[config.mk]
export PLATFORM = sky130hd
export DESIGN_NAME = ibex_fp_wb_arbiter
export DESIGN_NICKNAME = d
export VERILOG_FILES = /design/src/rtl/ibex_fp_wb_arbiter.sv
export SDC_FILE = /design/constraint.sdc
export NUM_CORES = 1
export LEC_CHECK = 0
export CAP_MARGIN = 20
export CORE_MARGIN = 3
export CORE_UTILIZATION = 56
export DETAILED_ROUTE_END_ITERATION = 10
export HOLD_SLACK_MARGIN = 0.08
export PLACE_DENSITY = 0.86
export RECOVER_POWER = 100
export SETUP_SLACK_MARGIN = 0.02
export SKIP_CTS_REPAIR_TIMING = 1
export SYNTH_ARGS = -nofsm -noshare
export SYNTH_HDL_FRONTEND = slang
export SYNTH_SLANG_ARGS = --single-unit
[constraint.sdc]
create_clock -name clk_i -period 5.65 [get_ports clk_i]
set_input_delay 1.13 -clock clk_i [delete_from_list [all_inputs] [get_ports clk_i]]
set_output_delay 1.13 -clock clk_i [all_outputs]
set_load 0.005 [all_outputs]
[src/rtl/ibex_fp_wb_arbiter.sv]
// rtl/ibex_fp_wb_arbiter.sv - FP register file write-port arbiter with pending-register scoreboard
// Merges fixed-timing FLW load data and buffered FPU results into one registered write stream.
module ibex_fp_wb_arbiter #(
  parameter int DataWidth    = 32,
  parameter int FpuFifoDepth = 2
) (
  input  logic                 clk_i,
  input  logic                 rst_i,
  input  logic                 issue_valid_i,
  input  logic [4:0]           issue_rd_i,
  output logic                 issue_ready_o,
  input  logic [4:0]           chk_rs1_i,
  input  logic [4:0]           chk_rs2_i,
  input  logic [4:0]           chk_rs3_i,
  input  logic [2:0]           chk_en_i,
  output logic                 hazard_o,
  input  logic                 fpu_valid_i,
  output logic                 fpu_ready_o,
  input  logic [4:0]           fpu_rd_i,
  input  logic [DataWidth-1:0] fpu_wdata_i,
  input  logic                 lsu_valid_i,
  input  logic [4:0]           lsu_rd_i,
  input  logic [DataWidth-1:0] lsu_wdata_i,
  output logic [4:0]           fp_waddr_a_o,
  output logic [DataWidth-1:0] fp_wdata_a_o,
  output logic                 fp_we_a_o,
  output logic                 idle_o,
  output logic                 err_o
);

  localparam int PtrW = (FpuFifoDepth > 1) ? $clog2(FpuFifoDepth) : 1;
  localparam int CntW = PtrW + 1;
  localparam logic [CntW-1:0] FullCnt = CntW'(FpuFifoDepth);

  logic [4:0]           fifo_rd_q   [FpuFifoDepth];
  logic [DataWidth-1:0] fifo_data_q [FpuFifoDepth];
  logic [PtrW-1:0]      wptr_q, rptr_q;
  logic [CntW-1:0]      cnt_q;

  logic [31:0]          pend_q, pend_d;
  logic                 we_q;
  logic [4:0]           waddr_q;
  logic [DataWidth-1:0] wdata_q;
  logic                 err_q;

  logic                 fifo_empty, fpu_push, fifo_wr, fifo_pop, bypass;
  logic                 sel_valid;
  logic [4:0]           sel_rd;
  logic [DataWidth-1:0] sel_data;

  assign fifo_empty  = (cnt_q == '0);
  assign fpu_ready_o = (cnt_q != FullCnt);
  assign fpu_push    = fpu_valid_i && fpu_ready_o;

  // LSU cannot stall, so it always wins; FPU results keep their acceptance order.
  always_comb begin
    sel_valid = 1'b0;
    sel_rd    = '0;
    sel_data  = '0;
    fifo_pop  = 1'b0;
    bypass    = 1'b0;
    if (lsu_valid_i) begin
      sel_valid = 1'b1;
      sel_rd    = lsu_rd_i;
      sel_data  = lsu_wdata_i;
    end else if (!fifo_empty) begin
      sel_valid = 1'b1;
      sel_rd    = fifo_rd_q[rptr_q];
      sel_data  = fifo_data_q[rptr_q];
      fifo_pop  = 1'b1;
    end else if (fpu_push) begin
      sel_valid = 1'b1;
      sel_rd    = fpu_rd_i;
      sel_data  = fpu_wdata_i;
      bypass    = 1'b1;
    end
  end

  assign fifo_wr = fpu_push && !bypass;

  always_comb begin
    pend_d = pend_q;
    if (we_q) begin
      pend_d[waddr_q] = 1'b0;
    end
    if (issue_valid_i && issue_ready_o) begin
      pend_d[issue_rd_i] = 1'b1;
    end
  end

  always_ff @(posedge clk_i) begin
    if (fifo_wr) begin
      fifo_rd_q[wptr_q]   <= fpu_rd_i;
      fifo_data_q[wptr_q] <= fpu_wdata_i;
    end
  end

  always_ff @(posedge clk_i) begin
    if (rst_i) begin
      wptr_q  <= '0;
      rptr_q  <= '0;
      cnt_q   <= '0;
      pend_q  <= '0;
      we_q    <= 1'b0;
      waddr_q <= '0;
      wdata_q <= '0;
      err_q   <= 1'b0;
    end else begin
      if (fifo_wr) begin
        wptr_q <= wptr_q + PtrW'(1);
      end
      if (fifo_pop) begin
        rptr_q <= rptr_q + PtrW'(1);
      end
      cnt_q  <= cnt_q + CntW'(fifo_wr) - CntW'(fifo_pop);
      pend_q <= pend_d;
      we_q   <= sel_valid;
      if (sel_valid) begin
        waddr_q <= sel_rd;
        wdata_q <= sel_data;
      end
      err_q <= we_q && !pend_q[waddr_q];
    end
  end

  assign issue_ready_o = !pend_q[issue_rd_i];
  assign hazard_o      = (chk_en_i[0] && pend_q[chk_rs1_i]) ||
                         (chk_en_i[1] && pend_q[chk_rs2_i]) ||
                         (chk_en_i[2] && pend_q[chk_rs3_i]);
  assign idle_o        = (pend_q == '0) && fifo_empty && !we_q;
  assign fp_we_a_o     = we_q;
  assign fp_waddr_a_o  = waddr_q;
  assign fp_wdata_a_o  = wdata_q;
  assign err_o         = err_q;

endmodule

# Word-level counts from Yosys, hierarchy flattened
# Memory sizes are Yosys's and may differ from the RTL's. A register that Yosys moved wholly into a read port is not among the register bits.
# Index checks and enable logic that the tools add are counted.
# totals
regBits	75
ram_bits	74
inputBits	102
out_inout_bits	43
wordCells	79
n_memories	2
# memory_table
memory	words	width	rd	rd_ports_with_merged_regs	wr	line	rtl
fifo_data_q	2	32	1	1	1	36	logic [DataWidth-1:0] fifo_data_q [FpuFifoDepth];
fifo_rd_q	2	5	1	1	1	35	logic [4:0] fifo_rd_q [FpuFifoDepth];
# classes
add_sub_neg	4
n_lt_le_gt_ge	7
n_eq_ne	1
muxes	35
n_bitwise	3
n_reduce_logical	19
# ops
operator	count
32-bit two-way mux	5
32-bit bitwise AND	1
32-bit zero test	1
32-bit inverter	1
32-bit OR	1
5-bit by 6-bit < comparator with 1-bit output, second input constant	5
1-bit binary-select mux with 5-bit select	5
1-bit two-way mux	20
5-bit two-way mux	3
1-bit logical AND	11
1-bit demux with 5-bit select	2
5-bit by 1-bit greater-or-equal comparator with 1-bit output, second input constant	2
1-bit zero test	4
1-bit adder, second input constant	2
2-bit by 1-bit adder with 2-bit output	1
2-bit zero test	1
1-bit logical OR	2
2-bit != test, second input constant	1
2-bit by 1-bit subtractor with 2-bit output	1

# Longest topological paths before layout
# Gate-level depths: netlist (run 1).
# logic_depth
depth_word	9
ltp_mapped	12
depth_no_buf	9

# Least setup slack after synthesis (run 1)
# OpenSTA, ideal clock, no wires.
# synth_path
path_kind	input port to output port
startpoint	in chk_rs2_i[1]
endpoint	out hazard_o
arrival_ns	2.696
t_required_ns	4.520
setup_slack_ns	1.824
path_stages	6
n_path_buf	1
cell_sequence	buf_2 -> mux4_2 -> mux4_2 -> mux2_2 -> nand2_1 -> nand3_1
# synth_between
elab_chain_len	5
# synth_lines
element	line	rtl
from (decl)	13	input logic [4:0] chk_rs2_i,
1-bit binary-select mux with 5-bit select	128	(chk_en_i[1] && pend_q[chk_rs2_i]) ||
1-bit two-way mux (not written as such)	128	
1-bit logical AND	128	
1-bit logical OR	127	assign hazard_o = (chk_en_i[0] && pend_q[chk_rs1_i]) ||
1-bit logical OR	128	
to (decl)	16	output logic hazard_o,
# Every way passes these cells. The select of a mux whose other input is x is not followed.

# Final worst setup path (run 1)
# layout_path
startpoint	in issue_rd_i[0]
endpoint	out issue_ready_o
# layout_between
elab_chain_len	3
# layout_lines
element	line	rtl
from (decl)	10	input logic [4:0] issue_rd_i,
1-bit binary-select mux with 5-bit select	126	assign issue_ready_o = !pend_q[issue_rd_i];
1-bit two-way mux (not written as such)	126	
1-bit zero test	126	
to (decl)	11	output logic issue_ready_o,
# Every way passes these cells. The select of a mux whose other input is x is not followed.

==> results.txt, run 1 <==
Before antenna repair, the detailed router went through 6 iterations. The area growth from synthesis to layout came out at 29.7%. At the later pin of the worst-skew pair, clock insertion delay measures 0.43 ns.

The floorplan step set the die height to 120 microns. The area of the placeable core came out at 12700 sq um. The routed wirelength normalized by instance count is 23.0 microns. In the finished design, the share of the clock period the worst path needs comes to 0.900.

The sort of element at the end of the critical path is an output pin. Counting flops and latches in the post-synthesis netlist gives 150. In this run the critical register-to-register path is launched from cnt_q[1]$_SDFF_PP0_. The total negative slack is 0 ns. The number of setup violations in the final report is 0. The chip width came out at 120 microns. For this block, the routed nets add up to 21700 microns of wire. In this run the worst hold path is classified as reg2reg.

The maximum clock frequency is 197 MHz. The initial utilization of the core area, before any placement, comes to 0.576. The fraction of the yosys area taken by sequential cells came out at 0.513.

The max-capacitance violation count came out at 3. The worst hold path begins at fp_wdata_a_o[3]$_SDFFE_PP0P_. Setup repair after global routing left no endpoint under its margin. The area share of xor/xnor cells in the synthesized design came out at 0.00480. The first-pass GRT wire length came out at 33700 microns. The total power per unit cell area came out at 341 nW/um^2. After synthesis the cells add up to 7300 sq um. Between clock sinks in the finished design, the worst skew comes to 0.0152 ns. The total power is 3.22 mW. The adder-cell share of the synthesized area came out at 0.00343. The maximum clock path buffer count came out at 2.

The total count of max-transition violations in the final report is 55. The number of levels in the clock H-tree came out at 4. The total number of nets in the final design came out at 862. The top flip-flop cell by instance count after synthesis is dfxtp_1.

TritonCTS built the clock tree. The post-synthesis instance total came out at 633. Of the cells placed in the final design, the portion with a size suffix greater than 1 is 0.122.

Across every metal layer, demand over resource in global routing totals 0.306. The most used standard cell by instance count after synthesis is o21ai_0. The total of buffers placed on input and output ports is 144. The global placement routability congestion came out at 0.946. The hold violation total from the final report came out at 0. The number of different library cells in the post-synthesis netlist came out at 43.

The placed wire-length estimate came out at 14100 microns. The clock drives 150 sinks. Counting the fill cells in the layout gives 812. The final cell count without fillers is 943. The clock root buffer is clkbuf_16. The biggest area contributor in the post-synthesis netlist is edfxtp_1.

The pin count of the biggest net entering global routing came out at 45. The count of routing violations after the opening detailed-route iteration came out at 756. The total grt overflow came out at 0. By startpoint and endpoint, the worst setup path is classified as in2out. The number of placed instances, taps included is 908.

After detailed routing, the number of remaining DRC violations is 0. Across all layers, the routed design uses 6269 vias. STA classifies the critical path startpoint as an input port. The dominant combinational cell family by area after synthesis is multiplexers. The worst voltage drop across the vdd grid is 0.000290 V. The flow ran to the end, but the final reports show violations. After floorplanning, the core was divided into 41 placement rows. The setup slack on the worst flop-to-flop path is 2.01 ns. Yosys mapped a number of flops with a built-in enable equal to 74. The via count of the first global-routing pass was 6192. The share of the synthesized area in compound gates (AO/OA/AOI/OAI) is 0.117.

The number of clock buffers added by TritonCTS is 17. The synthesized-area fraction occupied by and/or/nand/nor cells came out at 0.139. For the finished layout, the period the worst path requires is 5.08 ns. The worst hold path was traced through 2 stages. Of all nets on the critical path, the largest fanout is 15. The endpoint of the lowest-slack register-to-register path is fp_wdata_a_o[19]$_SDFFE_PP0P_. The checks that failed: max-capacitance violations, max-slew violations. The normalized max-slew margin is -0.358. Data on the critical path is required at its endpoint by 4.52 ns.

The number of antenna violations at the first check in global routing was 0. The number of antenna-violating nets in the routed design is 0. For hold timing, the worst endpoint is fp_wdata_a_o[3]$_SDFFE_PP0P_. The total nets after synthesis is 737. The number of placed I/O pins is 145. The top-area cell type share of the netlist area is 0.304. The clock-pin slew on the worst setup and hold paths is 0.06 ns.

In the post-synthesis netlist, the biggest area contributors are edfxtp_1 30%, dfxtp_1 21%, mux4_2 14%. Sorting the synthesized cells by how often they occur yields 77 x o21ai_0, 76 x dfxtp_1, 74 x edfxtp_1, 65 x nand2_1, 53 x nor2_1. The via-per-instance ratio is 6.65. The antenna cell count is 0.

After synthesis, the share of cell area in mux cells is 0.197. The warning count from the yosys run came out at 0. The pin slew with the least headroom to its limit came out at 2.04 ns. The area of the die is 14400 sq um. The number of cell instances on the worst register-to-register path is 4. The share of async-settable or async-resettable flops after synthesis came out at 0. The average instance area after synthesis came out at 11.5 sq um. The signal arrival time at the worst endpoint is 3.95 ns. In this run the static leakage power is 3.29 nW.
## worst max-delay path by stage
| stage | start | end | slack, ns | cells past startpoint |
|---|---|---|---|---|
| after floorplan | chk_rs2_i[1] | hazard_o | 1.82 | 6 |
| after global placement | issue_rd_i[0] | issue_ready_o | 0.69 | 5 |
| after detailed placement | issue_rd_i[0] | issue_ready_o | 0.67 | 5 |
| after CTS | issue_rd_i[0] | issue_ready_o | 0.68 | 5 |
| after global routing | issue_rd_i[0] | issue_ready_o | 0.46 | 5 |
| final | issue_rd_i[0] | issue_ready_o | 0.57 | 5 |
## report_power, final
| group | total, mW | switching, mW | internal [mW] |
|---|---|---|---|
| clock | 1.12 | 0.456 | 0.661 |
| combinational | 0.691 | 0.344 | 0.347 |
| sequential | 1.42 | 0.123 | 1.29 |
| total | 3.22 | 0.923 | 2.30 |
## cells in the final DEF (no fill, tap or decap), types with 14 or more instances in the layout
cell type        Yosys  routed
mux4_2              45      45
nor2_1              53      53
edfxtp_1            74      74
a221oi_1            36      36
dlygate4sd3_1        0      82
o21ai_0             77      79
nand3b_1            20      20
clkdlybuf4s50_1      0      60
dfxtp_1             76      75
mux2i_1             40      40
nand2_1             65      65
clkbuf_16            0      17
nor2b_1             14      14
## critical path: stages
cell and delay, ns:
dlygate4sd3_1 1.02, mux4_2 0.60, mux4_2 0.49, mux2i_1 0.14, dlygate4sd3_1 0.58
## sequential cells by signal, summed over array words and instances (netlist names), named ones only
register,cells
cnt_q,2
err_o,1
fifo_data_q,64
fifo_rd_q,10
fp_waddr_a_o,5
fp_wdata_a_o,32
fp_we_a_o,1
pend_q,32
rptr_q,1
wptr_q,1
## cells by family (layout without fill, tap and decap cells)
logic type	Yosys count	count (layout)
adders and majority gates	2	2
muxes	87	87
buffers and inverters	50	188
and+or+nand+nor	202	202
AOI/OAI and AO/OA	138	138
DFF	150	150
xor gates and xnor gates	4	4
## per-stage QoR
stage	setup WS (ns)	hold slack [ns]	area, sq um	util
floorplan	1.82	0.481	7300	-
global placement	0.688	0.483	8830	0.697
detailed placement	0.670	0.492	8850	0.699
CTS	0.678	0.507	9450	0.745
global route	0.458	0.528	9470	0.747
finish	0.565	0.498	9470	0.747
## per-layer routing
metal  global-route usage  up-vias  part of all wire
met2                0.483      430              0.48
met3                0.100       94              0.11
met4                0.125        0             0.035
li1                     -     2683                 -
met1                0.392     3062              0.37
met5                    0        -                 0
## final cells by class
type,instances,area (sq um),area share
clock buffer,21,480,0.0507
sequential,150,3740,0.395
clock inverter,11,113,0.0119
timing repair buffer,152,1540,0.162
tap,172,215,0.0227
multi-input combinational,433,3370,0.355
inverter,4,15.0,0.00159
(Power assumes the default switching activity.)
==> inputs of run 2 (changes only) <==
--- a/config.mk
+++ b/config.mk
@@ -5,7 +5,6 @@
 export SDC_FILE = /design/constraint.sdc
 export NUM_CORES = 1
 export LEC_CHECK = 0
-export CAP_MARGIN = 20
 export CORE_MARGIN = 3
 export CORE_UTILIZATION = 56
 export DETAILED_ROUTE_END_ITERATION = 10
==> run 2 against run 1 <==
  * The flow still finishes with violations (max-capacitance violations, max-slew violations)
  * Non-clock buffer count fell by 4
  * Clock skew fell by 0.0060 ns
  * Worst hold slack got worse by 0.0014 ns
  * Fmax rose by 0.18%
  * Highest routed layer unchanged
==> results.txt, run 2 (same netlist as run 1, synthesis figures left out) <==
The largest single stage delay on the critical path is 1.01 ns. The critical path starts at issue_rd_i[0]. At the pin with the least slew margin, the transition time is 3.27 ns. The later pin in the worst-skew pair is clocked with a latency of 0.42 ns. The final reports fail on max-capacitance violations, max-slew violations. The startpoint of the worst-slack reg-to-reg timing path is cnt_q[1]$_SDFF_PP0_. The routed design has 21700 microns of wire. Data on the critical path arrives at its endpoint at 3.95 ns.

The critical path is of the in2out type. The setup slack on the worst flop-to-flop path came out at 1.96 ns. The met3 track demand over resource is 0.0804. Among all stages on the critical path, the largest delay is contributed by dlygate4sd3_1. The register with the highest flop count is fifo_data_q. The register with the most flip-flops in the layout has 64 of them. The endpoint of the lowest-slack register-to-register path is fifo_data_q[0][1]$_DFFE_PP_. The overall track demand over capacity in global routing came out at 0.309. The floorplan step defined a core boundary enclosing 12700 sq um. The number of antenna violations at the first check in global routing came out at 2. The area of the die came out at 14400 sq um. The final cell count without fillers is 941. The area growth from synthesis to layout is 28.1%. The total count of max-transition violations in the final report came out at 171.

The vertical die dimension came out at 120 microns. In the routed design, unresolved DRC markers number 0. The highest net fanout along the worst path came out at 15. After global routing, the most crowded layer is met2. The global placement routability congestion came out at 0.946. The length of the first detailed-routing pass in iterations is 5. The sum of buffers and inverters on the critical path came out at 2. The number of vias after detailed routing came out at 6182. In the final design database the tool counted 858 nets.

The pin count of the biggest net entering global routing came out at 45. The number of cell rows is 41. The total number of clock tree sinks is 150. The hold violation total from the final report came out at 0. The routed design could run at a clock period as short as 5.08 ns. In this run the deepest clock path goes through 2 buffers. Leaving out fill and tap cells, the most frequent cell in the layout is dlygate4sd3_1.

The chip width came out at 120 microns. The worst voltage drop across the vdd grid is 0.000260 V. The static power due to leakage came out at 3.22 nW. The layout cell share with drive strength beyond 1 came out at 0.112. Max-cap violations in this run came to 5. The via count of the first global-routing pass came to 6360.

The min-delay analysis places its worst path in the category reg2reg. The maximum clock frequency came out at 197 MHz. The count of routing violations after the opening detailed-route iteration came out at 787. The met2 track demand over resource came out at 0.495. After clock tree synthesis, the clock-pin slew on the worst setup and hold paths is 0.06 ns.

Once detailed placement completed, the half-perimeter wirelength came to 14100 microns. In the finished design, the share of the clock period the worst path needs comes to 0.898. The number of levels in the clock H-tree is 4.

The first-pass GRT wire length is 34400 microns. In the layout the commonest cells are 81 x dlygate4sd3_1, 79 x o21ai_0, 75 x dfxtp_1. The termination of the worst setup path is issue_ready_o.

TritonCTS built the clock tree. The critical path data required time came out at 4.52 ns. The number of cells on the critical path came out at 5. The normalized max-slew margin came out at -1.19. 145 I/O pins were placed. Summed over all layers, the global routing overflow is 0. In the global route stage, met1 resource usage came out at 0.395.

The number of placed instances, taps included came out at 907. CTS placed an instance of clkbuf_16 at the clock tree root. The total power per unit cell area is 337 nW/um^2. The category of cells accounting for the largest share of critical-path delay is buffers and inverters. The kind of launch point of the worst setup path is an input port. The sort of element at the end of the critical path is an output pin. In the routed layout, each cell is associated on average with a via count of 6.57. Setup repair after global routing left no endpoint under its margin.

The number of setup violations in the final report is 0. The number of cell instances on the worst register-to-register path came out at 3. The number of buffers created by CTS is 17.

Setup total negative slack on the finished layout was measured at 0 ns. The run finished, with violations left. The number of antenna-violating nets in the routed design is 0. The initial cell density of the core came out at 0.576.

The total of buffers placed on input and output ports came out at 144. The final clock skew came out at 0.00916 ns. Traced cell by cell, the critical path runs through dlygate4sd3_1 -> mux4_2 -> mux4_2 -> mux2i_1 -> dlygate4sd3_1. The routed wirelength normalized by instance count is 23.0 microns.
[run 2: cell count changes in the layout (fill, tap and decap cells not counted), sizes merged]
cell           change
buf                -6
clkbuf             +2
clkdlybuf4s50      +1
clkinv             +2
diode              +2
dlygate4sd3        -1
inv                -2
[run 2: worst min-delay path by stage]
stage | from | to | slack [ns] | cells after the start
floorplan | rptr_q$_SDFFE_PP0P_ | flip-flop | 0.48 | 2
global placement | fp_wdata_a_o[8]$_SDFFE_PP0P_ | fp_wdata_a_o[8]$_SDFFE_PP0P_ | 0.48 | 2
detailed placement | fp_wdata_a_o[4]$_SDFFE_PP0P_ | fp_wdata_a_o[4]$_SDFFE_PP0P_ | 0.49 | 2
CTS | fp_wdata_a_o[4]$_SDFFE_PP0P_ | fp_wdata_a_o[4]$_SDFFE_PP0P_ | 0.51 | 2
global route | fp_wdata_a_o[14]$_SDFFE_PP0P_ | fp_wdata_a_o[14]$_SDFFE_PP0P_ | 0.53 | 2
finish | fp_wdata_a_o[18]$_SDFFE_PP0P_ | fp_wdata_a_o[18]$_SDFFE_PP0P_ | 0.50 | 2
[run 2: metrics by stage]
step	setup WS, ns	utilization	hold WS, ns	power (mW)	cell area [sq um]
global placement	0.688	0.697	0.483	2.10	8830
detailed placement	0.667	0.697	0.493	2.13	8830
global route	0.449	0.738	0.528	3.28	9350
finish	0.574	0.738	0.497	3.15	9350
CTS	0.676	0.741	0.509	3.19	9380
floorplan	1.82	-	0.481	1.79	7300
[run 2: cell type report]
class / instances / area [sq um]
flip-flops and latches: 150 / 3740
multi-input cells: 433 / 3370
fillers: 815 / 3320
repair buffers: 148 / 1450
clock buffers: 21 / 450
well taps: 172 / 215
clock inverters: 11 / 101
inverters: 4 / 15.0
diodes: 2 / 5.00
[run 2: layer usage]
layer,routed length [microns],vias up,share of wire
li1,-,2672,-
met1,7920,2976,0.37
met2,10500,429,0.49
met3,2370,105,0.11
met4,872,0,0.040
met5,0,-,0
[run 2: power breakdown]
part           leakage [nW]  total [mW]  switching (mW)  internal (mW)
Sequential             1.30        1.46           0.156           1.30
Clock                 0.268        1.06           0.443          0.619
Combinational          1.65       0.635           0.306          0.329
Total                  3.22        3.15           0.904           2.25
[run 2: tightest hold or removal path, stage by stage, from the launching register on]
cell and delay [ns]:
dfxtp_1 0.32, a221oi_1 0.07, nor2_1 0.08
==> inputs of run 3 (changes only) <==
==> constraint.sdc (replaced) <==
create_clock -name clk_i -period 5.65 [get_ports clk_i]
set_input_delay 1.695 -clock clk_i [delete_from_list [all_inputs] [get_ports clk_i]]
set_output_delay 1.695 -clock clk_i [all_outputs]
set_load 0.005 [all_outputs]
==> run 3 against run 2 <==
  * The run still ends with max-capacitance violations, max-slew violations left
  * Register-to-register slack better by 0.44 ns
  * Largest power group unchanged
  * Clock-buffer cell count is the same
  * Power grew 5.4%
  * Critical path depth grew 2
  * Fmax shrank 8.4%
  * First-iteration DRC count up 18%
  * Via count rose by 2.0%
==> results.txt, run 3 (same netlist as run 1, synthesis figures left out) <==
The run finished, with violations left. The final reports fail on max-capacitance violations, max-slew violations. The final worst-path setup slack is 0.108 ns. STA classifies the critical path startpoint as an input port. Clock latency on the worst-skew pair, taken at its later pin, is 0.42 ns. The final clock skew is 0.00947 ns. The length of the first detailed-routing pass in iterations is 9. The number of cell instances on the worst register-to-register path came out at 4. In this run, CTS created clock tree buffers numbering 17. The area growth from synthesis to layout came out at 31.2%. The total number of clock tree sinks is 150. TritonCTS built the clock tree. The global placement routability congestion came out at 0.975.

The area of the die is 14400 sq um. Buffers placed on the I/O ports in this run total 144. More flip-flops sit in one register than any other, and that register is fifo_data_q. After global routing the overflow that remains totals 0. The total count of max-transition violations in the final report is 120. The commonest non-fill, non-tap cell in the layout is dlygate4sd3_1. The routed wirelength normalized by instance count came out at 23.2 microns. From bottom edge to top edge, the die measures 120 microns. The overall track demand over capacity in global routing is 0.311.

The worst hold path was traced through 2 stages. The die is 120 microns wide. The critical path data required time came out at 3.95 ns. The total number of nets in the final design is 869. The static power due to leakage came out at 3.36 nW. The highest net fanout along the worst path came out at 4. The post-route worst hold slack came out at 0.499 ns. The floorplan has 41 rows. The final period utilization is 0.981. The pin count of the biggest net entering global routing is 57.

The type of the setup path with the least slack is in2out. The cell sitting at the root of the clock tree is a clkbuf_16. The hold violation total from the final report is 0. The number of antenna violations at the first check in global routing is 0.

The area of the placeable core is 12700 sq um. In the layout the commonest cells are 80 x dlygate4sd3_1, 79 x o21ai_0, 75 x dfxtp_1. The routed design has 22100 microns of wire. The initial utilization of the core area, before any placement, comes to 0.576. In this run the critical register-to-register path is launched from cnt_q[1]$_SDFF_PP0_. The path with the worst hold slack has its endpoint at fp_wdata_a_o[4]$_SDFFE_PP0P_. The DRC violation count after routing came out at 0. The clock-pin slew on the worst setup and hold paths is 0.06 ns.

Setup repair after global routing left no endpoint under its margin. The clock tree synthesis step divided the H-tree into 4 levels. The via-per-instance ratio came out at 6.64. The share of the core filled with cells came out at 0.756. The number of flip-flops under the largest register name came out at 64. The worst voltage drop across the vdd grid came out at 0.000240 V. For the pin with the worst max-slew slack, the measured transition is 2.47 ns. The normalized max-slew margin came out at -0.645. The repair_antennas step left the layout with diodes totalling 0.

Power spread over the standard cell area amounts to 347 nW/um^2. The number of placed I/O pins is 145. The count of routing violations after the opening detailed-route iteration came out at 925. The worst register-to-register path ends at fp_wdata_a_o[3]$_SDFFE_PP0P_. At the worst endpoint, the arrival time is 3.85 ns. The path class of the tightest hold or removal check is reg2reg. Prior to clock tree synthesis, the placed netlist has a worst setup slack of -0.241 ns.

Power comes to 3.32 mW. The layout cell share with drive strength beyond 1 came out at 0.130. The setup slack on the worst flop-to-flop path is 2.40 ns. The first-pass GRT wire length is 34700 microns. The minimum clock period came out at 5.54 ns. The startpoint of the most critical hold path is fp_wdata_a_o[4]$_SDFFE_PP0P_. The maximum clock frequency came out at 180 MHz.

The count of nets left with antenna violations once routing finished came out at 0. Setup violations remaining at the end of the flow were counted as 0. The via count of the first global-routing pass came out at 6432.

The longest clock path from root to sink contains 2 buffers. The sort of element at the end of the critical path is an output pin. After legalization and detailed placement, the total HPWL measured 14300 microns.

The number of vias after detailed routing is 6308. The tool flagged a number of max-cap violations equal to 3.
## run 3: changes by cell type in the layout (fill, tap and decap cells not counted), sizes merged, moves of 2 or more
| cell | previous run | this run |
|---|---|---|
| buf | 2 | 13 |
| bufinv | 1 | 3 |
| clkdlybuf4s50 | 61 | 59 |
| clkinv | 5 | 2 |
| diode | 2 | 0 |
| dlymetal6s2s | 0 | 3 |
| inv | 7 | 9 |
## run 3: metrics by stage
stage | TNS, ns | cell area, sq um | std cells
after CTS | -0.371 | 9590 | 950
final | 0 | 9580 | 950
after detailed placement | -0.344 | 8950 | 918
after global routing | 0 | 9580 | 950
after global placement | -0.248 | 8950 | 918
after floorplan | 0 | 7300 | 633
## run 3: area by class of cell
type	instances	area, sq um
repair buffers	159	1580
inverters	4	15.0
flip-flops and latches	150	3740
multi-input cells	433	3390
clock inverters	11	160
clock buffers	21	482
fillers	790	3090
well taps	172	215
## run 3: critical path, stage by stage
cell and delay, ns:
clkdlybuf4s50_1 0.58, mux4_2 0.54, mux4_2 0.46, mux2_2 0.27, nand2_1 0.07, nand3_1 0.07
dlymetal6s2s_1 0.16
## run 3: worst max path at each step
stage	slack, ns	from	cells past startpoint	to
final	0.11	chk_rs2_i[3]	7	hazard_o
after CTS	-0.27	chk_rs2_i[1]	8	hazard_o
after global placement	-0.18	chk_rs2_i[1]	8	hazard_o
after floorplan	0.69	chk_rs2_i[1]	6	hazard_o
after global routing	0.03	chk_rs2_i[3]	7	hazard_o
after detailed placement	-0.24	chk_rs2_i[1]	8	hazard_o
## run 3: power breakdown
group | internal, mW | total, mW | switching, mW
combinational | 0.338 | 0.652 | 0.314
sequential | 1.29 | 1.45 | 0.158
clock | 0.756 | 1.22 | 0.462
## run 3: layer usage
metal  up-vias  routed length, microns  global-route usage
li1       2696                       -                   -
met1      3023                    7810               0.392
met2       472                   10800               0.513
met3       117                    2520              0.0828
met4         0                     909               0.130
met5         -                       0                   0
